--- config.mk ---
export PLATFORM = sky130hd
export DESIGN_NAME = riscv_fetch_unit
export DESIGN_NICKNAME = d
export VERILOG_FILES = /design/src/rtl/riscv_fetch_pkg.sv /design/src/rtl/fetch_skid_fifo.sv /design/src/rtl/riscv_fetch_unit.sv
export SDC_FILE = /design/constraint.sdc
export NUM_CORES = 1
export LEC_CHECK = 0
export CAP_MARGIN = 10
export CELL_PAD_IN_SITES_DETAIL_PLACEMENT = 1
export CELL_PAD_IN_SITES_GLOBAL_PLACEMENT = 1
export CORE_MARGIN = 5
export CORE_UTILIZATION = 38
export CTS_BUF_LIST = sky130_fd_sc_hd__clkbuf_2 sky130_fd_sc_hd__clkbuf_4 sky130_fd_sc_hd__clkbuf_8
export CTS_CLUSTER_DIAMETER = 40
export DETAILED_ROUTE_END_ITERATION = 12
export GPL_TIMING_DRIVEN = 0
export PLACE_DENSITY = 0.89
export SYNTH_ARGS = -nofsm -noshare
export SYNTH_HDL_FRONTEND = slang
export SYNTH_SLANG_ARGS = --single-unit
--- constraint.sdc ---
create_clock -name clk -period 2.8 [get_ports clk]
set_clock_uncertainty 0.2 [all_clocks]
set_input_delay 0.56 -clock clk [delete_from_list [all_inputs] [get_ports clk]]
set_output_delay 0.56 -clock clk [all_outputs]
set_load 0.1 [all_outputs]
--- src/rtl/riscv_fetch_pkg.sv ---
// Shared types and constants for the RISCV_MK1 instruction fetch stage.
package riscv_fetch_pkg;

  localparam logic [31:0] NOP_INSTR        = 32'h0000_0013;
  localparam logic [31:0] DEFAULT_RESET_PC = 32'h0000_0000;
  localparam int unsigned FIFO_CNT_W       = 2;

  typedef struct packed {
    logic [31:0] pc;
    logic [31:0] instr;
    logic        fault;
  } fetch_entry_t;

  // Word aligned and inside the code RAM byte range [0, mem_words*4).
  function automatic logic pc_in_range(input logic [31:0] pc, input int unsigned mem_words);
    logic [32:0] w_limit;
    w_limit = 33'(mem_words) * 33'd4;
    return (pc[1:0] == 2'b00) && ({1'b0, pc} < w_limit);
  endfunction

endpackage

--- src/rtl/fetch_skid_fifo.sv ---
// Two-entry fetch queue; the head lives in a fixed register so decode sees registered outputs.
module fetch_skid_fifo
  import riscv_fetch_pkg::*;
(
  input  logic                  clk,
  input  logic                  reset,
  input  logic                  i_push,
  input  fetch_entry_t          i_push_entry,
  input  logic                  i_pop,
  input  logic                  i_flush,
  output fetch_entry_t          o_head,
  output logic                  o_valid,
  output logic [FIFO_CNT_W-1:0] o_count
);

  fetch_entry_t r_entry0;
  fetch_entry_t r_entry1;
  logic         r_valid0;
  logic         r_valid1;

  fetch_entry_t w_next_entry0;
  fetch_entry_t w_next_entry1;
  logic         w_next_valid0;
  logic         w_next_valid1;

  // Pop shifts entry1 into the head, then a push lands in the first free slot.
  always_comb begin
    w_next_entry0 = r_entry0;
    w_next_entry1 = r_entry1;
    w_next_valid0 = r_valid0;
    w_next_valid1 = r_valid1;
    if (i_pop && r_valid0) begin
      w_next_entry0 = r_entry1;
      w_next_valid0 = r_valid1;
      w_next_valid1 = 1'b0;
    end
    if (i_push) begin
      if (!w_next_valid0) begin
        w_next_entry0 = i_push_entry;
        w_next_valid0 = 1'b1;
      end else begin
        w_next_entry1 = i_push_entry;
        w_next_valid1 = 1'b1;
      end
    end
    if (i_flush) begin
      w_next_valid0 = 1'b0;
      w_next_valid1 = 1'b0;
    end
  end

  always_ff @(posedge clk) begin
    if (reset) begin
      r_entry0 <= '0;
      r_entry1 <= '0;
      r_valid0 <= 1'b0;
      r_valid1 <= 1'b0;
    end else begin
      r_entry0 <= w_next_entry0;
      r_entry1 <= w_next_entry1;
      r_valid0 <= w_next_valid0;
      r_valid1 <= w_next_valid1;
    end
  end

  // The issue credit upstream must never let a push reach a full queue.
  always_ff @(posedge clk) begin
    if (!reset && !i_flush) begin
      assert (!(i_push && r_valid1))
        else $error("fetch_skid_fifo: push into full queue");
    end
  end

  assign o_head  = r_entry0;
  assign o_valid = r_valid0;
  assign o_count = {1'b0, r_valid0} + {1'b0, r_valid1};

endmodule

--- src/rtl/riscv_fetch_unit.sv ---
// RISCV_MK1 fetch stage: PC, code RAM read issue, response capture and redirect/fault handling.
module riscv_fetch_unit
  import riscv_fetch_pkg::*;
#(
  parameter logic [31:0] RESET_PC  = DEFAULT_RESET_PC,
  parameter int unsigned ADDR_W    = 16,
  parameter int unsigned MEM_WORDS = 40000
) (
  input  logic              clk,
  input  logic              reset,
  input  logic              redirect_valid,
  input  logic [31:0]       redirect_pc,
  output logic [ADDR_W-1:0] imem_address,
  output logic              imem_chipselect,
  output logic [3:0]        imem_byteenable,
  output logic              imem_write,
  output logic              imem_clken,
  input  logic [31:0]       imem_readdata,
  output logic              if_valid,
  input  logic              if_ready,
  output logic [31:0]       if_instr,
  output logic [31:0]       if_pc,
  output logic              if_fault
);

  logic [31:0] r_pc;
  logic        r_epoch;
  logic        r_halted;
  logic        r_inflight;
  logic [31:0] r_inflight_pc;
  logic        r_inflight_epoch;

  logic                  w_pc_ok;
  logic                  w_pop;
  logic                  w_credit;
  logic                  w_issue;
  logic                  w_resp_push;
  logic                  w_fault_push;
  logic                  w_push;
  fetch_entry_t          w_push_entry;
  fetch_entry_t          w_head;
  logic                  w_head_valid;
  logic [FIFO_CNT_W-1:0] w_count;

  assign w_pc_ok = pc_in_range(r_pc, MEM_WORDS);
  assign w_pop   = w_head_valid & if_ready;

  // Queued plus in-flight words, net of this cycle's pop, must leave room for one more.
  assign w_credit = ({1'b0, w_count} + {2'b00, r_inflight}) < (3'd2 + {2'b00, w_pop});

  assign w_issue = !reset && !redirect_valid && !r_halted && w_pc_ok && w_credit;

  // A response from before the latest redirect carries a stale epoch and is dropped.
  assign w_resp_push = !reset && !redirect_valid && r_inflight && (r_inflight_epoch == r_epoch);

  // The fault entry waits until no read is outstanding and the queue has a free slot.
  assign w_fault_push = !reset && !redirect_valid && !r_halted && !w_pc_ok && !r_inflight
                        && (w_count < FIFO_CNT_W'(2));

  assign w_push = w_resp_push | w_fault_push;

  always_comb begin
    w_push_entry = '{pc: r_pc, instr: NOP_INSTR, fault: 1'b1};
    if (w_resp_push) begin
      w_push_entry = '{pc: r_inflight_pc, instr: imem_readdata, fault: 1'b0};
    end
  end

  always_ff @(posedge clk) begin
    if (reset) begin
      r_pc             <= RESET_PC;
      r_epoch          <= 1'b0;
      r_halted         <= 1'b0;
      r_inflight       <= 1'b0;
      r_inflight_pc    <= '0;
      r_inflight_epoch <= 1'b0;
    end else begin
      r_inflight <= w_issue;
      if (w_issue) begin
        r_inflight_pc    <= r_pc;
        r_inflight_epoch <= r_epoch;
      end
      if (redirect_valid) begin
        r_pc     <= redirect_pc;
        r_epoch  <= ~r_epoch;
        r_halted <= 1'b0;
      end else begin
        if (w_issue) begin
          r_pc <= r_pc + 32'd4;
        end
        if (w_fault_push) begin
          r_halted <= 1'b1;
        end
      end
    end
  end

  fetch_skid_fifo u_fifo (
    .clk          (clk),
    .reset        (reset),
    .i_push       (w_push),
    .i_push_entry (w_push_entry),
    .i_pop        (w_pop),
    .i_flush      (redirect_valid),
    .o_head       (w_head),
    .o_valid      (w_head_valid),
    .o_count      (w_count)
  );

  assign imem_address    = r_pc[ADDR_W+1:2];
  assign imem_chipselect = w_issue;
  assign imem_byteenable = 4'hF;
  assign imem_write      = 1'b0;
  assign imem_clken      = 1'b1;

  assign if_valid = w_head_valid;
  assign if_instr = w_head.instr;
  assign if_pc    = w_head.pc;
  assign if_fault = w_head.fault;

endmodule

# Yosys cells after proc, flatten, opt, wreduce, memory -nomap -nowiden
# Index checks and enable logic that the tools add are counted.
[totals]
reg_bits = 200
[classes]
addsub = 4
n_lt_le_gt_ge = 3
eq_ne = 1
mux = 11
bitwise_logic = 3
n_reduce_logical = 20
[op_table]
columns = ["op", "n"]
rows = [
  ["$mux 65", 4],
  ["$mux 32", 2],
  ["$add 32x3->32 const B", 1],
  ["$lt 32x18->1 const B", 1],
  ["$logic_and 1x1->1", 11],
  ["$logic_not 1->1", 5],
  ["$mux 1", 5],
  ["$add 2x1->3", 1],
  ["$add 2x1->3 const A", 1],
  ["$lt 3x3->1", 1],
  ["$add 1x1->2", 1],
  ["$logic_not 2->1", 1],
  ["$lt 2x2->1 const B", 1],
  ["$reduce_and 2->1", 1],
  ["$reduce_bool 2->1", 1],
  ["$reduce_or 2->1", 1],
  ["$and 1x1->1", 1],
  ["$eq 1x1->1", 1],
  ["$not 1->1", 1],
  ["$or 1x1->1", 1],
]

# Logic depth before layout (Yosys ltp)
# Gate-level depths: netlist of run 1.
[logic_depth]
ltp_word = 8
mapped_depth = 9
ltp_nobuf = 8

# Modules after synthesis
# A second synthesis of run 1 with hierarchy kept.
[hier_totals]
hier_cells = 1130
hier_area_um2 = 9928.3
[modules_own_cells]
columns = ["module", "n_inst", "cells_per_inst", "area_per_inst_um2", "seq_area_each_um2"]
rows = [
  ["fetch_skid_fifo", 1, 663, 6413.7, 2642.5],
  ["riscv_fetch_unit", 1, 467, 3514.6, 1361.3],
]

# Worst setup path after synthesis of run 1
# No wires, ideal clock.
[synth_timing]
kind = "register to output"
start = "register u_fifo.r_valid0, in the netlist u_fifo.o_valid"
end = "output port imem_chipselect"
arrival_time_ns = 3.109
required_time_ns = 2.040
setup_slack_ns = -1.069
path_stages_with_launch = 7
path_buffers = 1
path_cell_list = "dfxtp_1 > fa_1 > nand3b_1 > a211oi_1 > nand3_1 > inv_2 > buf_2"
[synth_via]
elab_chain_cells = 4
[synth_lines]
columns = ["item", "line_no", "rtl"]
rows = [
  ["from (decl)", "fetch_skid_fifo.sv:18", "logic r_valid0;"],
  ["from (signal assigned)", "fetch_skid_fifo.sv:61", "r_valid0 <= w_next_valid0;"],
  ["$add 1x1->2 or $and 1x1->1 (tied branches)", "fetch_skid_fifo.sv:76, riscv_fetch_unit.sv:46", ""],
  ["$add 2x1->3", "riscv_fetch_unit.sv:49", "assign w_credit = ({1'b0, w_count} + {2'b00, r_inflight}) < (3'd2 + {2'b00, w_pop});"],
  ["$lt 3x3->1 (*)", "riscv_fetch_unit.sv:49", ""],
  ["$logic_and 1x1->1 (*)", "riscv_fetch_unit.sv:51", "assign w_issue = !reset && !redirect_valid && !r_halted && w_pc_ok && w_credit;"],
  ["to (decl)", "riscv_fetch_unit.sv:14", "output logic imem_chipselect,"],
]
# Mark *: on every way between the ends. The rest lies on a longest branch, timed or not.

# Final worst setup path of run 1
[layout_timing]
start = "register u_fifo.r_valid1"
end = "output port imem_chipselect"
[layout_via]
elab_chain_cells = 4
[layout_lines]
columns = ["item", "line_no", "rtl"]
rows = [
  ["from (decl)", "fetch_skid_fifo.sv:19", "logic r_valid1;"],
  ["from (signal assigned)", "fetch_skid_fifo.sv:62", "r_valid1 <= w_next_valid1;"],
  ["$add 1x1->2", "fetch_skid_fifo.sv:76", "assign o_count = {1'b0, r_valid0} + {1'b0, r_valid1};"],
  ["$add 2x1->3", "riscv_fetch_unit.sv:49", ""],
  ["$lt 3x3->1", "riscv_fetch_unit.sv:49", ""],
  ["$logic_and 1x1->1", "riscv_fetch_unit.sv:51", ""],
]
# Every way passes these cells.

==> impl_metrics.yaml, run 1 <==
global_route:
  grt_pass1_wl_um: 45900
  grt_max_degree: 17
  grt_usage_pct: 21.8
  grt-ovfl-total: 0
  grt_antenna_before_repair: 1
  grt_pass1_vias: 8312
finish:
  final_core_util_pct: 54.1
  diodes: 0
  design_area_sq_um: 12300
  fin_nets: 1184
  drive_gt1_share_pct: 22.8
  fillCellCount: 2482
  areaGrowthSynthToFinish_pct: 40.2
clocking:
  ctsHoldBuffers: 0
  clkSinkCount: 200
  clk_latency_ps: 480
  cts_buffer_depth: 2
  htreeDepth: 4
  cts_buffers: 17
  cts_tree: "done"
  clkSlewWorstSetupHoldPaths_ps: 100
  root_buffer: "clkbuf_8"
floorplan:
  core_area_sq_um: 22700
  die_h_um: 162
  dieArea_sq_um: 26200
  rows: 55
  die_w_um: 162
  initial_core_util_pct: 38.6
  io_pins: 157
timing:
  setup_slack_ps: -388
  tightest_slew_ps: 1290
  rsz0062_at_grt: "yes"
  final-hold-violation-count: 0
  setup_viol: 141
  max_freq_mhz: 314
  finalCritPeriodShare_pct: 114
  drv_slew: 0
  slew_headroom_pct: 14.1
  post-route-min-period_ps: 3190
synthesis:
  synth_cell_types: 57
  synth_top_area_cell: "dfxtp_1"
  yosysWarningCount: 0
  syn_area_sq_um: 8770
  yosys-top-cells-area: "dfxtp_1 (46%), mux2i_1 (9.5%), mux2_2 (4.1%)"
  synth_top_area_share_pct: 45.6
  synth_flop_cell: "dfxtp_1"
  syn_area_per_cell_sq_um: 9.59
  synth-seq-cells: 200
  synthCells: 915
  async_flop_share_pct: 0
  synth-edff-count: 0
  synth-seq-area-share_pct: 45.6
setup_path:
  max_stage_delay_ps: 440
  worstSetupStartpointType: "register"
  crit_chain: "fa_1 -> nand3b_1 -> a211oi_4 -> nand3_4 -> inv_8 -> buf_16"
  r2r_slack_ps: -140
  crit_required_ps: 2040
  critPathKind: "register to primary output"
  endpoint_kind: "primary output"
  worst-path-max-fanout: 6
  slowest_stage: "fa_1"
  critical_path_arrival_ps: 2430
routing:
  drc_errors: 0
  wl_um: 36000
  ant_nets: 0
  vias: 8481
  vias_per_cell: 6.02
  drt_iter0_drc: 586
  avgRoutedWirePerCell_um: 25.5
  dr.pass1.iters: 8
placed_design:
  hpwl_um: 21000
  routabilityCongestion: 0.838
  dpl_cell_area_sq_um: 10700
  port-buffer-count: 149
job:
  maxCapViolCount: 0
pwr:
  power_density_nw_per_um2: 488
  ir_drop_v: 0.000272
  total_leakage_power_nw: 5.12
run_status:
  violations: "setup timing"
  status: "finished with violations"
hold_path:
  min_path_type: "register to register"
area by class of cell:
type / count / area [sq um] / area share [%]
clock inverters: 5 / 37.5 / 0.305
repair buffers: 181 / 1920 / 15.6
flip-flops and latches: 200 / 4020 / 32.7
plain buffers: 98 / 613 / 4.99
clock buffers: 27 / 340 / 2.77
inverters: 12 / 52.6 / 0.427
multi-input cells: 601 / 4960 / 40.3
well taps: 285 / 357 / 2.90
registers in the layout (all words and copies together), names as in the netlist:
signal and flops:
u_fifo.o_head 65, u_fifo.r_entry1 65, r_inflight_pc 32, r_pc 32
r_epoch 1, r_halted 1, r_inflight 1, r_inflight_epoch 1
u_fifo.o_valid 1, u_fifo.r_valid1 1
metal layers:
metal / track usage, % / vias up / wire [um]
met5: 0 / - / 13
met3: 3.78 / 128 / 2030
met1: 27.2 / 4217 / 14200
met2: 37.1 / 414 / 18000
li1: - / 3720 / -
met4: 9.30 / 2 / 1730
final timing paths:
kind / startpoint / end / cells after the start
min reg2reg: r_inflight_pc[6]$_SDFFE_PP0P_ / r_inflight_pc[6]$_SDFFE_PP0P_ / 2
max: u_fifo.r_valid1$_SDFF_PP0_ / imem_chipselect / 6
min: r_inflight_pc[6]$_SDFFE_PP0P_ / r_inflight_pc[6]$_SDFFE_PP0P_ / 2
max reg2reg: u_fifo.r_valid1$_SDFF_PP0_ / r_pc[16]$_SDFFE_PP0P_ / 7
power breakdown:
| group | internal (mW) | total [mW] | leakage [nW] | switching [mW] |
|---|---|---|---|---|
| clock | 0.787 | 1.83 | 0.194 | 1.05 |
| combinational | 0.403 | 1.19 | 3.30 | 0.789 |
| sequential | 2.90 | 2.97 | 1.62 | 0.0700 |
| total | 4.09 | 6.00 | 5.12 | 1.91 |
cell usage after synthesis, types with 3 or more instances:
library cell / count
dfxtp_1: 200
mux2i_1: 83
nand2_1: 83
clkbuf_1: 72
o21ai_0: 67
a21oi_1: 55
nand3_1: 44
o31ai_1: 34
mux2_2: 32
nor2_1: 32
a32o_1: 29
o31ai_2: 27
buf_4: 22
and3_1: 21
inv_1: 10
a31oi_1: 9
buf_6: 7
nor3_1: 7
a211oi_1: 6
or4_1: 6
xnor2_1: 6
a221oi_1: 5
nor4_1: 5
buf_2: 4
ha_1: 4
o21ai_1: 4
nand4_1: 3
o21a_1: 3
logic make-up after synthesis:
family / share of synthesized area [%]
fa+ha+maj: 0.799
simple gates: 11.5
mux: 13.6
buf+inv: 6.65
flops: 45.6
xor+xnor: 0.699
other cells: 0.0856
compound gates: 21.0
per-stage QoR:
step	power, mW	instances	worst slack, ps	hold WS [ps]	TNS (ps)
2_1_floorplan	3.67	919	13.9	233	0
3_3_place_gp	3.98	1353	-1600	238	-101420
3_5_place_dp	4.00	1353	-1670	247	-112990
4_1_cts	5.74	1393	-335	260	-11240
5_1_grt	6.16	1409	-433	283	-18460
6_report	6.00	1409	-388	262	-13970
worst max-delay path: cells and delay by family (launching register included):
kind                     cells  cell delay [ps]
adder cells (fa/ha/maj)      1              440
AND/OR/NAND/NOR              2              420
flip-flops                   1              420
AO/OA/AOI/OAI                1              380
buffers and inverters        2              280
cell usage in the layout, fill, tap and decap left out, types with 40 or more instances in the layout:
cell and n:
clkbuf_1 40, clkdlybuf4s50_1 111, dfxtp_1 194, o31ai_4 49, o21ai_0 54, a21oi_1 54, buf_4 46, nand2_1 83
mux2i_1 83, nand3_1 43
timing repair:
item / 4_1_cts / 5_1_grt
buffers inserted: 12 / 12
gates cloned: 0 / 8
pin swaps: 3 / 72
gates resized for setup: 54 / 209
endpoints found under the setup margin: 159 / 160
No activity file was read; power rests on OpenSTA's default activity.
==> inputs of run 2 (changes only) <==
--- a/config.mk
+++ b/config.mk
@@ -9,12 +9,12 @@
 export CELL_PAD_IN_SITES_DETAIL_PLACEMENT = 1
 export CELL_PAD_IN_SITES_GLOBAL_PLACEMENT = 1
 export CORE_MARGIN = 5
-export CORE_UTILIZATION = 38
-export CTS_BUF_LIST = sky130_fd_sc_hd__clkbuf_2 sky130_fd_sc_hd__clkbuf_4 sky130_fd_sc_hd__clkbuf_8
+export CORE_UTILIZATION = 36
+export CTS_BUF_LIST = sky130_fd_sc_hd__clkbuf_16
 export CTS_CLUSTER_DIAMETER = 40
 export DETAILED_ROUTE_END_ITERATION = 12
 export GPL_TIMING_DRIVEN = 0
-export PLACE_DENSITY = 0.89
+export PLACE_DENSITY = 0.85
 export SYNTH_ARGS = -nofsm -noshare
 export SYNTH_HDL_FRONTEND = slang
 export SYNTH_SLANG_ARGS = --single-unit
==> run 2 against run 1 <==
Net effect: the flow still finishes with violations (setup timing); wire length is 18% lower; utilization is 6.0 points lower; global-route usage is 1.3 points lower; worst setup slack better by 150 ps; via count is 7.1% lower; sequential power hardly changed; combinational power is 15% lower; non-clock buffer count is 7 lower; count of clock-buffer cells in the layout is 10 lower; sequential share of layout area is 1.8 points higher; hold slack worse by 5.7 ps; first-iteration DRC count is 24% lower; critical path type unchanged; largest cell class unchanged.
==> impl_metrics.yaml, run 2 (synthesis gave the netlist of run 1 again) <==
run_status:
  status: "finished with violations"
  violations: "setup timing"
routing:
  maxUsedRoutingLayer: "met4"
  ant_nets: 0
  wl_met3_um: 1140
  vias: 7878
  drc_errors: 0
  vias_per_cell: 5.47
  wl_met1_um: 12500
  avgRoutedWirePerCell_um: 20.5
  wl_met2_um: 15100
  drt_iter0_drc: 443
  wl_um: 29600
  dr.pass1.iters: 5
clocking:
  clkSlewWorstSetupHoldPaths_ps: 70
  clkSinkCount: 200
  htreeDepth: 4
  ctsHoldBuffers: 0
  root_buffer: "clkbuf_16"
  cts_buffers: 17
  clk_latency_ps: 440
  cts_tree: "done"
  cts_buffer_depth: 2
finish:
  diodes: 0
  fin_nets: 1177
  drive_gt1_share_pct: 18.0
  fillCellCount: 2739
  finalNonFillerCells: 1440
  mostFrequentLayoutCell: "dfxtp_1"
  areaGrowthSynthToFinish_pct: 32.6
  design_area_sq_um: 11600
  final_cell_mix: "dfxtp_1 (194), clkdlybuf4s50_1 (132), nand2_1 (83), mux2i_1 (83), o21ai_0 (67)"
global_route:
  grt_pass1_vias: 8277
  grt_pass1_wl_um: 45900
  grt_max_degree: 17
  grt-ovfl-total: 0
  grt_antenna_before_repair: 0
  grt_usage_pct: 20.5
floorplan:
  core_area_sq_um: 24200
  initial_core_util_pct: 36.3
  rows: 57
  io_pins: 157
  die_w_um: 166
  dieArea_sq_um: 27600
  die_h_um: 166
setup_path:
  r2r_cells: 8
  crit_required_ps: 2040
  endpoint_kind: "primary output"
  r2r_slack_ps: -30
  critPathKind: "register to primary output"
  r2r_start: "r_inflight$_SDFF_PP0_"
  r2r-end: "r_pc[14]$_SDFFE_PP0P_"
  worst-path-max-fanout: 2
  worstSetupStartpointType: "register"
  critical_path_arrival_ps: 2270
pwr:
  ir_drop_v: 0.000346
  power_density_nw_per_um2: 550
  p_total_mw: 6.40
  total_leakage_power_nw: 4.73
job:
  maxCapViolCount: 0
placed_design:
  dp.cells: 1392
  routabilityCongestion: 0.845
  dpl_cell_area_sq_um: 10700
  port-buffer-count: 149
  hpwl_um: 20900
hold_path:
  min_from: "r_inflight_pc[6]$_SDFFE_PP0P_"
  holdPathEnd: "r_inflight_pc[6]$_SDFFE_PP0P_"
  hold_depth: 2
  min_path_type: "register to register"
timing:
  post-route-min-period_ps: 3030
  drv_slew: 0
  setup_slack_ps: -234
  hold_slack_ps: 256
  final-hold-violation-count: 0
  slew_headroom_pct: 29.7
  finalCritPeriodShare_pct: 108
  tightest_slew_ps: 1050
  setup_viol: 3
  rsz0062_at_grt: "yes"
  max_freq_mhz: 330
## run 2: changes by cell type in the layout (fill, tap and decap cells not counted), sizes merged
cell           before  now
clkinvlp            2    3
bufinv              0    2
clkdlybuf4s15       3    1
buf                60   58
dlymetal6s2s       15    1
dlygate4sd2        16   13
clkdlybuf4s50     111  132
clkinv              4    5
clkbuf            101   84
inv                11   16
## run 2: metrics by stage
step / setup TNS [ps] / util [%] / setup slack, ps
2_1_floorplan: 0 / - / 13.9
3_3_place_gp: -104120 / 44.3 / -1630
3_5_place_dp: -111330 / 44.3 / -1660
4_1_cts: -5420 / 47.3 / -246
5_1_grt: -2270 / 48.1 / -309
6_report: -279 / 48.1 / -234
## run 2: routing by layer
layer,vias to the layer above,GRT usage [%]
li1,3691,-
met1,3934,25.8
met2,200,35.8
met3,53,3.19
met4,0,6.78
met5,-,0
## run 2: worst max-delay path, stage by stage (launching register included)
cell	delay, ps
dfxtp_4	350
fa_1	470
nand3b_1	230
a211oi_4	370
nand3_4	150
inv_8	100
buf_16	160
## run 2: where the power goes
group          switching (mW)  internal, mW  leakage (nW)  total (mW)
clock                    1.11          1.30         0.280        2.42
sequential             0.0672          2.90          1.62        2.97
combinational           0.684         0.324          2.83        1.01
## run 2: timing repair
item / CTS / global route
setup buffers: 13 / 10
pin swaps: 4 / 7
hold endpoints to repair: 0 / 0
endpoints found under the setup margin: 154 / 133
gates resized for setup: 58 / 51
## run 2: worst max-delay path by stage
stage	end	depth (start not counted)	startpoint
3_3_place_gp	imem_chipselect	7	redirect_valid
3_5_place_dp	imem_chipselect	7	redirect_valid
4_1_cts	imem_chipselect	6	r_inflight$_SDFF_PP0_
5_1_grt	imem_chipselect	6	r_inflight$_SDFF_PP0_
2_1_floorplan	imem_chipselect	6	u_fifo.o_valid$_SDFF_PP0_
6_report	imem_chipselect	6	r_inflight$_SDFF_PP0_
## run 2: layout make-up
class	count	area (sq um)	share of cell area, %
inverter	12	52.6	0.452
clock inverter	14	138	1.18
timing repair buffer	171	1670	14.3
sequential	200	4020	34.5
multi-input combinational	601	4370	37.6
clock buffer	17	425	3.66
buffer	101	556	4.78
tap	324	405	3.48
==> inputs of run 3 (changes only) <==
--- a/config.mk
+++ b/config.mk
@@ -14,6 +14,7 @@
 export CTS_CLUSTER_DIAMETER = 40
 export DETAILED_ROUTE_END_ITERATION = 12
 export GPL_TIMING_DRIVEN = 0
+export MAX_ROUTING_LAYER = met4
 export PLACE_DENSITY = 0.85
 export SYNTH_ARGS = -nofsm -noshare
 export SYNTH_HDL_FRONTEND = slang
==> run 3 against run 2 <==
Net effect: the flow still finishes with violations (setup timing); cell area is essentially flat; combinational power about the same; clock power barely moved; critical path depth did not move; sequential share of layout area about the same; critical endpoint unchanged.
==> impl_metrics.yaml, run 3 (synthesis gave the netlist of run 1 again) <==
finish:
  areaGrowthSynthToFinish_pct: 32.7
  drive_gt1_share_pct: 18.1
  final_cell_mix: "dfxtp_1 (194), clkdlybuf4s50_1 (132), nand2_1 (83), mux2i_1 (83), o21ai_0 (66)"
  diodes: 0
  finalNonFillerCells: 1439
  mostFrequentLayoutCell: "dfxtp_1"
  fin_nets: 1176
clocking:
  ctsHoldBuffers: 0
  cts_tree: "done"
  cts_buffer_depth: 2
  clkSlewWorstSetupHoldPaths_ps: 70
  htreeDepth: 4
  clk_latency_ps: 440
  clkSinkCount: 200
  root_buffer: "clkbuf_16"
  cts_buffers: 17
routing:
  dr.pass1.iters: 5
  drt_iter0_drc: 441
  drc_errors: 0
  avgRoutedWirePerCell_um: 20.5
  vias_per_cell: 5.45
  wl_um: 29600
  ant_nets: 0
  vias: 7847
placed_design:
  dp.cells: 1392
  hpwl_um: 20900
  preCtsSetupSlack_ps: -1660
  port-buffer-count: 149
  routabilityCongestion: 0.858
timing:
  finalCritPeriodShare_pct: 108
  hold_slack_ps: 256
  rsz0062_at_grt: "yes"
  setup_viol: 3
  setup_slack_ps: -235
  max_freq_mhz: 330
  tightest_slew_ps: 1060
  final-hold-violation-count: 0
  slew_headroom_pct: 29.3
  fin_tns_setup_ps: -258
  post-route-min-period_ps: 3030
  drv_slew: 0
setup_path:
  critical_path_arrival_ps: 2270
  slowest_stage: "fa_1"
  worst-path-max-fanout: 6
  crit_required_ps: 2040
  worstSetupStartpointType: "register"
  endpoint_kind: "primary output"
  critPathKind: "register to primary output"
  path_buf_inv: 2
  max_stage_delay_ps: 430
  cpLargestDelayFamily: "adder cells"
  crit_chain: "fa_1 -> nand3b_1 -> a211oi_4 -> nand3_4 -> inv_8 -> buf_16"
floorplan:
  die_h_um: 166
  rows: 57
  core_area_sq_um: 24200
  io_pins: 157
  die_w_um: 166
  initial_core_util_pct: 36.3
  dieArea_sq_um: 27600
global_route:
  grt-ovfl-total: 0
  grt_pass1_vias: 8265
  grt_pass1_wl_um: 45900
  grt_max_degree: 17
  grt_antenna_before_repair: 0
  grt_usage_pct: 21.1
run_status:
  status: "finished with violations"
  violations: "setup timing"
pwr:
  ir_drop_v: 0.000346
  total_leakage_power_nw: 4.73
  power_density_nw_per_um2: 550
hold_path:
  min_path_type: "register to register"
job:
  maxCapViolCount: 0
run 3: cell types whose count changed in the layout (fill, tap and decap cells not counted):
cell	before	now
o31ai_1	26	23
buf_2	2	1
clkbuf_1	44	45
o21ai_0	67	66
o21ai_1	3	4
o31ai_2	34	37
buf_4	44	43
run 3: cell type report:
cell class,instances,area [sq um]
Clock buffer,17,425
Fill cell,2737,12500
Timing Repair Buffer,170,1660
Clock inverter,14,138
Tap cell,324,405
Sequential cell,200,4020
Multi-Input combinational cell,601,4380
Buffer,101,554
Inverter,12,52.6
run 3: metrics by stage:
stage | cell area [sq um] | total power, mW | utilization, %
after floorplan | 8820 | 3.67 | -
after global placement | 10700 | 3.98 | 44.3
after detailed placement | 10700 | 4.00 | 44.3
after CTS | 11400 | 6.41 | 47.3
after global routing | 11600 | 6.59 | 48.1
final | 11600 | 6.40 | 48.1
run 3: final timing paths:
path	startpoint	to	slack (ps)	cells past startpoint
worst min register to register	r_inflight_pc[6]$_SDFFE_PP0P_	r_inflight_pc[6]$_SDFFE_PP0P_	260	2
worst max register to register	u_fifo.r_valid1$_SDFF_PP0_	r_pc[14]$_SDFFE_PP0P_	-10	8
worst min-delay path	r_inflight_pc[6]$_SDFFE_PP0P_	r_inflight_pc[6]$_SDFFE_PP0P_	260	2
worst max-delay path	u_fifo.r_valid1$_SDFF_PP0_	imem_chipselect	-230	6
run 3: routing by layer:
layer	up-vias	GRT usage (%)	share of wire, %
met4	0	7.10	2.9
met1	3899	25.8	43
met2	194	35.9	51
met3	59	2.81	3.2
li1	3695	-	-
met5	-	-	0
run 3: power breakdown:
group,leakage (nW),internal [mW],total (mW),switching (mW)
combinational,2.83,0.323,1.01,0.686
sequential,1.62,2.90,2.97,0.0672
clock,0.280,1.30,2.42,1.12
run 3: worst register-to-register path, delay by kind of cell (launching register included):
family,cells,cell delay [ps]
AND/OR/NAND/NOR,3,870
adder cells (fa/ha/maj),1,430
buffers and inverters,2,290
AO/OA/AOI/OAI,2,550
flip-flops,1,390
run 3: timing repair:
item                       4_1_cts  5_1_grt
setup endpoints to repair      154      133
buffers inserted                13        9
gates resized for setup         58       52
pin swaps                        4        7
gates cloned                     0        0
